--- src/rtl/trivium_stream_core.sv ---
// Trivium stream-cipher engine: byte-wide key/IV config, warm-up, then XORs
// keystream onto DATA_W-bit words. Optional word budget: TRIVIUM_KS_LIMIT_EN.

module trivium_round (
  input  logic [287:0] s_in,
  output logic [287:0] s_out,
  output logic         z
);
  // s_in[i-1] holds Trivium bit s_i
  logic t1, t2, t3, t1f, t2f, t3f;

  assign t1  = s_in[65]  ^ s_in[92];
  assign t2  = s_in[161] ^ s_in[176];
  assign t3  = s_in[242] ^ s_in[287];
  assign z   = t1 ^ t2 ^ t3;
  assign t1f = t1 ^ (s_in[90]  & s_in[91])  ^ s_in[170];
  assign t2f = t2 ^ (s_in[174] & s_in[175]) ^ s_in[263];
  assign t3f = t3 ^ (s_in[285] & s_in[286]) ^ s_in[68];
  assign s_out = {s_in[286:177], t2f, s_in[175:93], t1f, s_in[91:0], t3f};
endmodule

module trivium_stream_core #(
  parameter int DATA_W        = 8,
  parameter int BPC           = 1,
  parameter int WARMUP_ROUNDS = 1152,
  parameter int KS_LIMIT      = 65536
) (
  input  logic              clk,
  input  logic              rst_n,
  input  logic              cfg_we,
  input  logic [4:0]        cfg_addr,
  input  logic [7:0]        cfg_wdata,
  input  logic              start,
  output logic              busy,
  input  logic              in_valid,
  input  logic [DATA_W-1:0] in_data,
  output logic              in_ready,
  output logic              out_valid,
  output logic [DATA_W-1:0] out_data,
  input  logic              out_ready,
  output logic              exhausted
);
  localparam int WU_CYC  = WARMUP_ROUNDS / BPC;
  localparam int GEN_CYC = DATA_W / BPC;
  localparam int MAX_CYC = (WU_CYC > GEN_CYC) ? WU_CYC : GEN_CYC;
  localparam int CNT_W   = $clog2(MAX_CYC) + 1;

  typedef enum logic [2:0] {IDLE, WARMUP, RUN, GEN, HOLD, EXHAUSTED} state_t;

  state_t              state, state_nxt;
  logic [79:0]         key, iv, key_nxt, iv_nxt;
  logic [287:0]        cs;
  logic [CNT_W-1:0]    cnt;
  logic [DATA_W-1:0]   word, word_nxt;
  logic                ld, adv, cap, gen, fin;

  logic [BPC:0][287:0] chain;
  logic [BPC-1:0]      zv;

  // Config bytes; a write coincident with start feeds that same load
  always_comb begin
    key_nxt = key;
    iv_nxt  = iv;
    if (cfg_we) begin
      for (int b = 0; b < 10; b++) begin
        if (cfg_addr == 5'(b))      key_nxt[8*b +: 8] = cfg_wdata;
        if (cfg_addr == 5'(b + 10)) iv_nxt[8*b +: 8]  = cfg_wdata;
      end
    end
  end

  always_ff @(posedge clk or negedge rst_n) begin
    if (!rst_n) begin
      key <= '0;
      iv  <= '0;
    end else begin
      key <= key_nxt;
      iv  <= iv_nxt;
    end
  end

  // BPC unrolled rounds; zv[0] is the earliest keystream bit of the clock
  assign chain[0] = cs;
  generate
    for (genvar i = 0; i < BPC; i++) begin : g_rnd
      trivium_round u_rnd (.s_in(chain[i]), .s_out(chain[i+1]), .z(zv[i]));
    end
    // Rotate right by BPC while XORing the leaving chunk, so after GEN_CYC
    // steps keystream bit k has landed in word bit k
    if (DATA_W == BPC) begin : g_word_full
      assign word_nxt = word ^ zv;
    end else begin : g_word_rot
      assign word_nxt = {word[BPC-1:0] ^ zv, word[DATA_W-1:BPC]};
    end
  endgenerate

`ifdef TRIVIUM_KS_LIMIT_EN
  logic [31:0] words;
  always_ff @(posedge clk or negedge rst_n) begin
    if (!rst_n)                                     words <= '0;
    else if (start)                                 words <= '0;
    else if (state == HOLD && out_ready)            words <= words + 32'd1;
  end
`endif

  always_comb begin
    state_nxt = state;
    ld  = 1'b0;
    adv = 1'b0;
    cap = 1'b0;
    gen = 1'b0;
    fin = 1'b0;
    if (start) begin
      state_nxt = WARMUP;
      ld        = 1'b1;
    end else begin
      case (state)
        IDLE: ;
        WARMUP: begin
          adv = 1'b1;
          if (cnt == '0) state_nxt = RUN;
        end
        RUN: if (in_valid) begin
          cap       = 1'b1;
          state_nxt = GEN;
        end
        GEN: begin
          adv = 1'b1;
          gen = 1'b1;
          if (cnt == '0) begin
            fin       = 1'b1;
            state_nxt = HOLD;
          end
        end
        HOLD: if (out_ready) begin
          state_nxt = RUN;
`ifdef TRIVIUM_KS_LIMIT_EN
          if (words + 32'd1 == 32'(KS_LIMIT)) state_nxt = EXHAUSTED;
`endif
        end
`ifdef TRIVIUM_KS_LIMIT_EN
        EXHAUSTED: ;
`endif
        default: state_nxt = IDLE;
      endcase
    end
  end

  always_ff @(posedge clk or negedge rst_n) begin
    if (!rst_n) begin
      state     <= IDLE;
      cs        <= '0;
      cnt       <= '0;
      word      <= '0;
      out_data  <= '0;
      busy      <= 1'b0;
      in_ready  <= 1'b0;
      out_valid <= 1'b0;
    end else begin
      state <= state_nxt;
      if (ld)       cs <= {3'b111, 112'b0, iv_nxt, 13'b0, key_nxt};
      else if (adv) cs <= chain[BPC];
      if (ld)                    cnt <= CNT_W'(WU_CYC - 1);
      else if (cap)              cnt <= CNT_W'(GEN_CYC - 1);
      else if (adv && cnt != '0) cnt <= cnt - 1'b1;
      if (cap)      word <= in_data;
      else if (gen) word <= word_nxt;
      if (fin)      out_data <= word_nxt;
      busy      <= (state_nxt == WARMUP);
      in_ready  <= (state_nxt == RUN);
      out_valid <= (state_nxt == HOLD);
    end
  end

`ifdef TRIVIUM_KS_LIMIT_EN
  always_ff @(posedge clk or negedge rst_n) begin
    if (!rst_n) exhausted <= 1'b0;
    else        exhausted <= (state_nxt == EXHAUSTED);
  end
`else
  assign exhausted = 1'b0;
`endif
endmodule

--- config.mk ---
export PLATFORM = sky130hd
export DESIGN_NAME = trivium_stream_core
export DESIGN_NICKNAME = d
export VERILOG_FILES = /design/src/rtl/trivium_stream_core.sv
export SDC_FILE = /design/constraint.sdc
export NUM_CORES = 1
export LEC_CHECK = 0
export BUFFER_PORTS_ARGS = -buffer_cell sky130_fd_sc_hd__buf_2
export CAP_MARGIN = 20
export CORE_MARGIN = 2
export CORE_UTILIZATION = 40
export CTS_CLUSTER_DIAMETER = 60
export CTS_CLUSTER_SIZE = 14
export DETAILED_ROUTE_END_ITERATION = 6
export GPL_TIMING_DRIVEN = 0
export PLACE_DENSITY = 0.62
export SLEW_MARGIN = 25
export SYNTH_ARGS = -nofsm -noshare
export SYNTH_HDL_FRONTEND = slang
export SYNTH_SLANG_ARGS = --single-unit
--- constraint.sdc ---
create_clock -name clk -period 2.5 [get_ports clk]
set_input_delay 0.375 -clock clk [delete_from_list [all_inputs] [get_ports clk]]
set_output_delay 0.375 -clock clk [all_outputs]
set_load 0.03 [all_outputs]
# Word level (Yosys, flattened, before mapping)
# Index checks and enable logic that the tools add are counted.
[op_classes]
mux = 46
n_addsub = 1
bitwise = 15
reduce_logical = 9
n_eq_ne = 26
[op_table]
columns = ["cell", "count"]
rows = [
  ["two-way mux 288 bit", 2],
  ["two-way mux 8 bit", 22],
  ["two-way mux 80 bit", 2],
  ["== test 5 x 4 -> 1 bit (second input constant)", 8],
  ["two-way mux 12 bit", 3],
  ["== test 5 x 3 -> 1 bit (second input constant)", 4],
  ["== test 5 bit (second input constant)", 4],
  ["two-way mux 3 bit", 5],
  ["one-hot mux 3 bit (5 select lines)", 1],
  ["zero test 12 bit", 1],
  ["nonzero test 12 bit", 1],
  ["subtractor 12 x 1 -> 12 bit (second input constant)", 1],
  ["XOR 1 bit", 12],
  ["two-way mux 1 bit", 11],
  ["== test 5 x 2 -> 1 bit (second input constant)", 2],
  ["== test 3 x 2 -> 1 bit (second input constant)", 3],
  ["== test 3 x 1 -> 1 bit (second input constant)", 2],
  ["== test 3 bit (second input constant)", 2],
  ["== test 5 x 1 -> 1 bit (second input constant)", 1],
  ["zero test 5 bit", 1],
  ["nonzero test 2 bit", 2],
  ["bitwise AND 1 bit", 3],
  ["zero test 3 bit", 1],
  ["nonzero test 3 bit", 1],
  ["2 further kinds", 2],
]
[totals]
word_cells = 107
in_bits = 27
reg_bits = 482
out_inout_bits = 12

# Depth between registers and ports, before layout
[depth]
word_depth = 8
ltp_mapped = 8
ltp_nobuf = 6

# Hierarchy
# A second synthesis with hierarchy kept.
[unflattened]
hier_cells = 2251
hier_area_um2 = 22580.4
[modules_own_cells]
columns = ["mod", "area_per_inst_um2", "n_inst", "cells_per_inst", "seq_area_each_um2"]
rows = [
  ["trivium_stream_core", 20271.9, 1, 1953, 12061.6],
  ["trivium_round", 2308.5, 1, 298, 0.0],
]

# Worst setup path after synthesis
# Ideal clock, no wire load.
[synth_path]
path_type = "register to register"
from = "register cnt[0]"
to = "register cnt[10]"
n_path_buf = 0
path_slack_ns = 0.510
required_time_ns = 2.371
synth_period_minus_slack_ns = 1.990
arrival_ns = 1.861
stages_incl_launch_ff = 7
setup_ns = 0.129
path_cell_list = "dfrtp_1 > inv_1 > ha_1 > or3b_1 > or3_1 > and3_1 > a2111o_1"
[synth_between]
elab_chain_len = 4
elab_cells_between_ends = 7
classes_between = "add/sub: 1; mux: 3; reduce/logical: 3"
[synth_rtl]
columns = ["element", "line_no", "source"]
rows = [
  ["start: declaration", "53", "logic [CNT_W-1:0] cnt;"],
  ["start signal: assignment", "163", "if (ld) cnt <= CNT_W'(WU_CYC - 1);"],
  ["start signal: assignment", "164", "else if (cap) cnt <= CNT_W'(GEN_CYC - 1);"],
  ["start signal: assignment", "165", "else if (adv && cnt != '0) cnt <= cnt - 1'b1;"],
  ["subtractor 12 x 1 -> 12 bit", "165", ""],
  ["two-way mux 12 bit", "165", ""],
  ["two-way mux 12 bit", "164", ""],
  ["two-way mux 12 bit", "163", ""],
]
# Parallel ways exist; a longest one is shown, timed or not. The select of a mux whose other input is x is not followed.
# A chain may end at the register's enable or synchronous reset.

# Worst setup path in the final report
[layout_path]
from = "register state[2]"
to = "register cs[108]"
[layout_between]
elab_chain_len = 5
elab_cells_between_ends = 6
classes_between = "eq/ne: 2; mux: 2; reduce/logical: 2"
[layout_rtl]
columns = ["element", "line_no", "source"]
rows = [
  ["start: declaration", "50", "state_t state, state_nxt;"],
  ["start signal: assignment", "160", "state <= state_nxt;"],
  ["== test 3 x 2 -> 1 bit / == test 3 x 1 -> 1 bit (equally long branches)", "117", "case (state)"],
  ["OR reduction 2 bit (no line) (*)", "--", ""],
  ["two-way mux 1 bit (*)", "117", ""],
  ["two-way mux 1 bit (*)", "113", "if (start) begin"],
  ["nonzero test 2 bit (no line) (*)", "--", ""],
  ["end signal: assignment", "161", "if (ld) cs <= {3'b111, 112'b0, iv_nxt, 13'b0, key_nxt};"],
  ["end signal: assignment", "162", "else if (adv) cs <= chain[BPC];"],
  ["end: declaration", "52", "logic [287:0] cs;"],
]
# Mark *: on every way between the ends. The rest lies on a longest branch, timed or not.

==> impl_metrics.xml <==
<?xml version="1.0" encoding="UTF-8"?>
<metrics>
  <group name="setup_path">
    <metric name="cpMostUsedCell" unit="">sky130_fd_sc_hd__buf_2</metric>
    <metric name="cpPeakStageDelay" unit="ns">0.48</metric>
    <metric name="worst_setup_path_start_kind" unit="">flop</metric>
    <metric name="worstPathBufferInverterCount" unit="">4</metric>
    <metric name="critical_path_required" unit="ns">3.02</metric>
    <metric name="timing.critical_path.cells" unit="">clkbuf_2, nand2b_1, buf_2, buf_2, clkbuf_1, nand2_1, a21oi_1, a21o_1</metric>
    <metric name="worstPathMaxFanout" unit="">10</metric>
    <metric name="critical_path.slowest_cell" unit="">sky130_fd_sc_hd__clkbuf_1</metric>
    <metric name="worst_path_class_setup" unit="">reg2reg</metric>
    <metric name="cp.arrival" unit="ns">2.85</metric>
    <metric name="critPathTopFamily" unit="">buffers and inverters</metric>
    <metric name="endpoint_kind" unit="">flop</metric>
  </group>
  <group name="global_route">
    <metric name="grt_antenna_before_repair" unit="">0</metric>
    <metric name="grt.overflow.total" unit="">0</metric>
    <metric name="grt_start_max_net_pins" unit="">93</metric>
    <metric name="globalRouteTotalUtil" unit="%">17.72</metric>
    <metric name="first_pass_grt_wire_length" unit="microns">75870</metric>
    <metric name="number_of_global_route_vias_before_repair" unit="">14160</metric>
  </group>
  <group name="sta">
    <metric name="final_max_slew_viol_count" unit="">0</metric>
    <metric name="min_period" unit="ns">2.327</metric>
    <metric name="setup_repair_after_global_routing_missed_its_margin" unit="">no</metric>
    <metric name="setup_tns" unit="ns">0</metric>
    <metric name="timing.fmax" unit="GHz">0.4297</metric>
    <metric name="setup_viol_count_final" unit="">0</metric>
    <metric name="holdWs" unit="ns">0.03757</metric>
    <metric name="timing_worst_slew_pin_value" unit="ns">1.013</metric>
    <metric name="setup_skew_after_layout" unit="ns">0.03199</metric>
    <metric name="setup_ws" unit="ns">0.1726</metric>
    <metric name="normalized_max_slew_margin" unit="%">32.48</metric>
    <metric name="final_hold_viol_count" unit="">0</metric>
    <metric name="timing.final.crit_share" unit="%">93.10</metric>
  </group>
  <group name="finish">
    <metric name="instances_no_fill" unit="">2727</metric>
    <metric name="final_area" unit="sq um">22780</metric>
    <metric name="antenna-diode-count" unit="">0</metric>
    <metric name="postLayoutCoreUtil" unit="%">45.31</metric>
    <metric name="area_growth" unit="%">11.58</metric>
    <metric name="drive_gt1_share" unit="%">13.82</metric>
    <metric name="final_nets" unit="">2073</metric>
  </group>
  <group name="clocking">
    <metric name="insertion_delay" unit="ns">0.58</metric>
    <metric name="clk_root_buffer_cell" unit="">sky130_fd_sc_hd__clkbuf_16</metric>
    <metric name="cts-buffers-inserted" unit="">42</metric>
    <metric name="cts_buffer_depth" unit="">3</metric>
    <metric name="cts_tree" unit="">built</metric>
    <metric name="cts_htree_levels" unit="">2</metric>
    <metric name="cts.sinks" unit="">482</metric>
    <metric name="cts.reportedPaths.clkPinSlew" unit="ns">0.07</metric>
  </group>
  <group name="placed_design">
    <metric name="placed_cells_incl_taps" unit="">2669</metric>
    <metric name="dp_hpwl" unit="microns">29520</metric>
    <metric name="worst_slack_placed" unit="ns">-0.1741</metric>
    <metric name="port-buffer-count" unit="">28</metric>
    <metric name="placedInstanceArea" unit="sq um">21540</metric>
    <metric name="place.gp.congestion" unit="">0.8017</metric>
  </group>
  <group name="floorplanning">
    <metric name="die-height" unit="microns">229.9</metric>
    <metric name="floorplan.core_area" unit="sq um">50270</metric>
    <metric name="dieWidth" unit="microns">229.9</metric>
    <metric name="floorplan.die_area" unit="sq um">52860</metric>
    <metric name="num_rows" unit="">82</metric>
    <metric name="boundaryPins" unit="">39</metric>
    <metric name="effective_utilization_at_floorplan" unit="%">40.61</metric>
  </group>
  <group name="power_and_ir_drop">
    <metric name="power.leakage" unit="nW">10.84</metric>
    <metric name="irDropWorstVdd" unit="V">0.0004476</metric>
    <metric name="power_per_cell_area" unit="nW/um^2">759.2</metric>
    <metric name="finalPower" unit="mW">17.30</metric>
  </group>
  <group name="routing">
    <metric name="antenna_left" unit="">0</metric>
    <metric name="drt_pass1_iterations" unit="">7</metric>
    <metric name="detail_route.drc_violations" unit="">10</metric>
    <metric name="wl_per_cell" unit="microns">16.86</metric>
    <metric name="first_iter_violations" unit="">889</metric>
    <metric name="route.detailed.vias_per_inst" unit="">5.231</metric>
    <metric name="routed_wl" unit="microns">45970</metric>
    <metric name="via_count" unit="">14270</metric>
  </group>
  <group name="yosys">
    <metric name="netlist_instances" unit="">1964</metric>
    <metric name="netlist.top_cell.by_area" unit="">sky130_fd_sc_hd__dfrtp_1</metric>
    <metric name="avgSynthCellArea" unit="sq um">10.40</metric>
    <metric name="yosys_most_used_dff" unit="">sky130_fd_sc_hd__dfrtp_1</metric>
    <metric name="synth.distinct_cells" unit="">60</metric>
    <metric name="async_set_or_reset_flop_fraction_in_the_synthesized_netlist" unit="%">100.0</metric>
    <metric name="yosysSeqAreaShare" unit="%">59.08</metric>
    <metric name="ys_seq_elements" unit="">482</metric>
    <metric name="synth_area" unit="sq um">20420</metric>
    <metric name="postSynthNetCount" unit="">1993</metric>
    <metric name="synth-warning-count" unit="">0</metric>
    <metric name="number_of_enable_flip_flop_cells_after_synthesis" unit="">0</metric>
    <metric name="synth_common_cells" unit="">590 x sky130_fd_sc_hd__nand2_1, 482 x sky130_fd_sc_hd__dfrtp_1, 287 x sky130_fd_sc_hd__a21oi_1, 167 x sky130_fd_sc_hd__a21o_1, 165 x sky130_fd_sc_hd__mux2_2</metric>
    <metric name="yosys-top-cells-area" unit="">sky130_fd_sc_hd__dfrtp_1 59%, sky130_fd_sc_hd__nand2_1 11%, sky130_fd_sc_hd__mux2_2 9.1%</metric>
    <metric name="synthDominantCellAreaShare" unit="%">59.08</metric>
    <metric name="synth.most_common_cell" unit="">sky130_fd_sc_hd__nand2_1</metric>
  </group>
  <group name="run_status">
    <metric name="violations" unit="">design-rule violations</metric>
    <metric name="run_status" unit="">finished with violations</metric>
  </group>
  <group name="run">
    <metric name="max_cap_viol_count" unit="">0</metric>
  </group>
  <group name="min_path">
    <metric name="worstHoldPathType" unit="">in2reg</metric>
  </group>
</metrics>
-- power by group --
part           leakage (nW)  internal [mW]  switching [mW]  total (mW)
registers              6.32           8.80           0.410        9.21
clock network         0.585           3.24            2.84        6.08
logic                  3.94          0.965            1.04        2.01
-- final timing paths --
| path | to | cells after the start | slack, ns | startpoint |
|---|---|---|---|---|
| worst max-delay path | cs[108] | 8 | 0.17 | state[2] |
| worst min-delay path | word[7] | 2 | 0.04 | in_data[7] |
| worst max register to register | cs[108] | 8 | 0.17 | state[2] |
| worst min register to register | out_data[4] | 1 | 0.49 | out_data[4] |
| max in group asynchronous | cs[259] | 4 | 0.74 | rst_n |
| min in group asynchronous | key[72] | 2 | 0.39 | rst_n |
-- final cells by class --
type / count / area (sq um)
Clock buffer: 47 / 1101
Tap cell: 672 / 840.8
Sequential cell: 482 / 12060
Timing Repair Buffer: 36 / 317.8
Clock inverter: 8 / 101.3
Fill cell: 4749 / 27490
Multi-Input combinational cell: 1332 / 7767
Buffer: 145 / 571.8
Inverter: 5 / 18.77
-- timing repair --
item,CTS,global route
hold buffers,3,0
endpoints found under the hold margin,76,0
setup endpoints to repair,0,56
resized for setup,0,7
setup buffers,0,0
-- sequential cells by signal, summed over array words and instances (netlist names) --
name / cells
cs: 288
iv: 80
key: 80
cnt: 12
out_data: 8
word: 8
state: 3
busy: 1
in_ready: 1
out_valid: 1
-- cell usage in the layout (no fill, tap or decap), types with 9 or more instances in the layout --
master / n
sky130_fd_sc_hd__a21o_1: 167
sky130_fd_sc_hd__a21oi_1: 287
sky130_fd_sc_hd__buf_1: 20
sky130_fd_sc_hd__buf_2: 42
sky130_fd_sc_hd__clkbuf_1: 108
sky130_fd_sc_hd__clkbuf_16: 43
sky130_fd_sc_hd__dfrtp_1: 482
sky130_fd_sc_hd__mux2_2: 165
sky130_fd_sc_hd__nand2_1: 590
sky130_fd_sc_hd__nor2_1: 13
sky130_fd_sc_hd__xnor2_1: 9
-- metal layers --
layer / global-route usage (%) / vias to the layer above / share of wire (%)
met1: 23.90 / 7192 / 45
met3: 2.592 / 87 / 3.9
met4: 6.230 / 0 / 3.0
met2: 29.22 / 227 / 48
li1: - / 6760 / -
met5: 0 / - / 0
-- cells by family (layout without fill, tap and decap cells) --
group / count (synthesis) / in the layout / synth area share [%]
simple gates: 660 / 660 / 13.37
compound gates: 487 / 487 / 14.52
flops: 482 / 482 / 59.08
mux: 170 / 170 / 9.364
buf+inv: 150 / 241 / 2.874
xor+xnor: 12 / 12 / 0.6496
fa+ha+maj: 2 / 2 / 0.1226
other cells: 1 / 1 / 0.01837
Power figures use the tool's default switching activity.
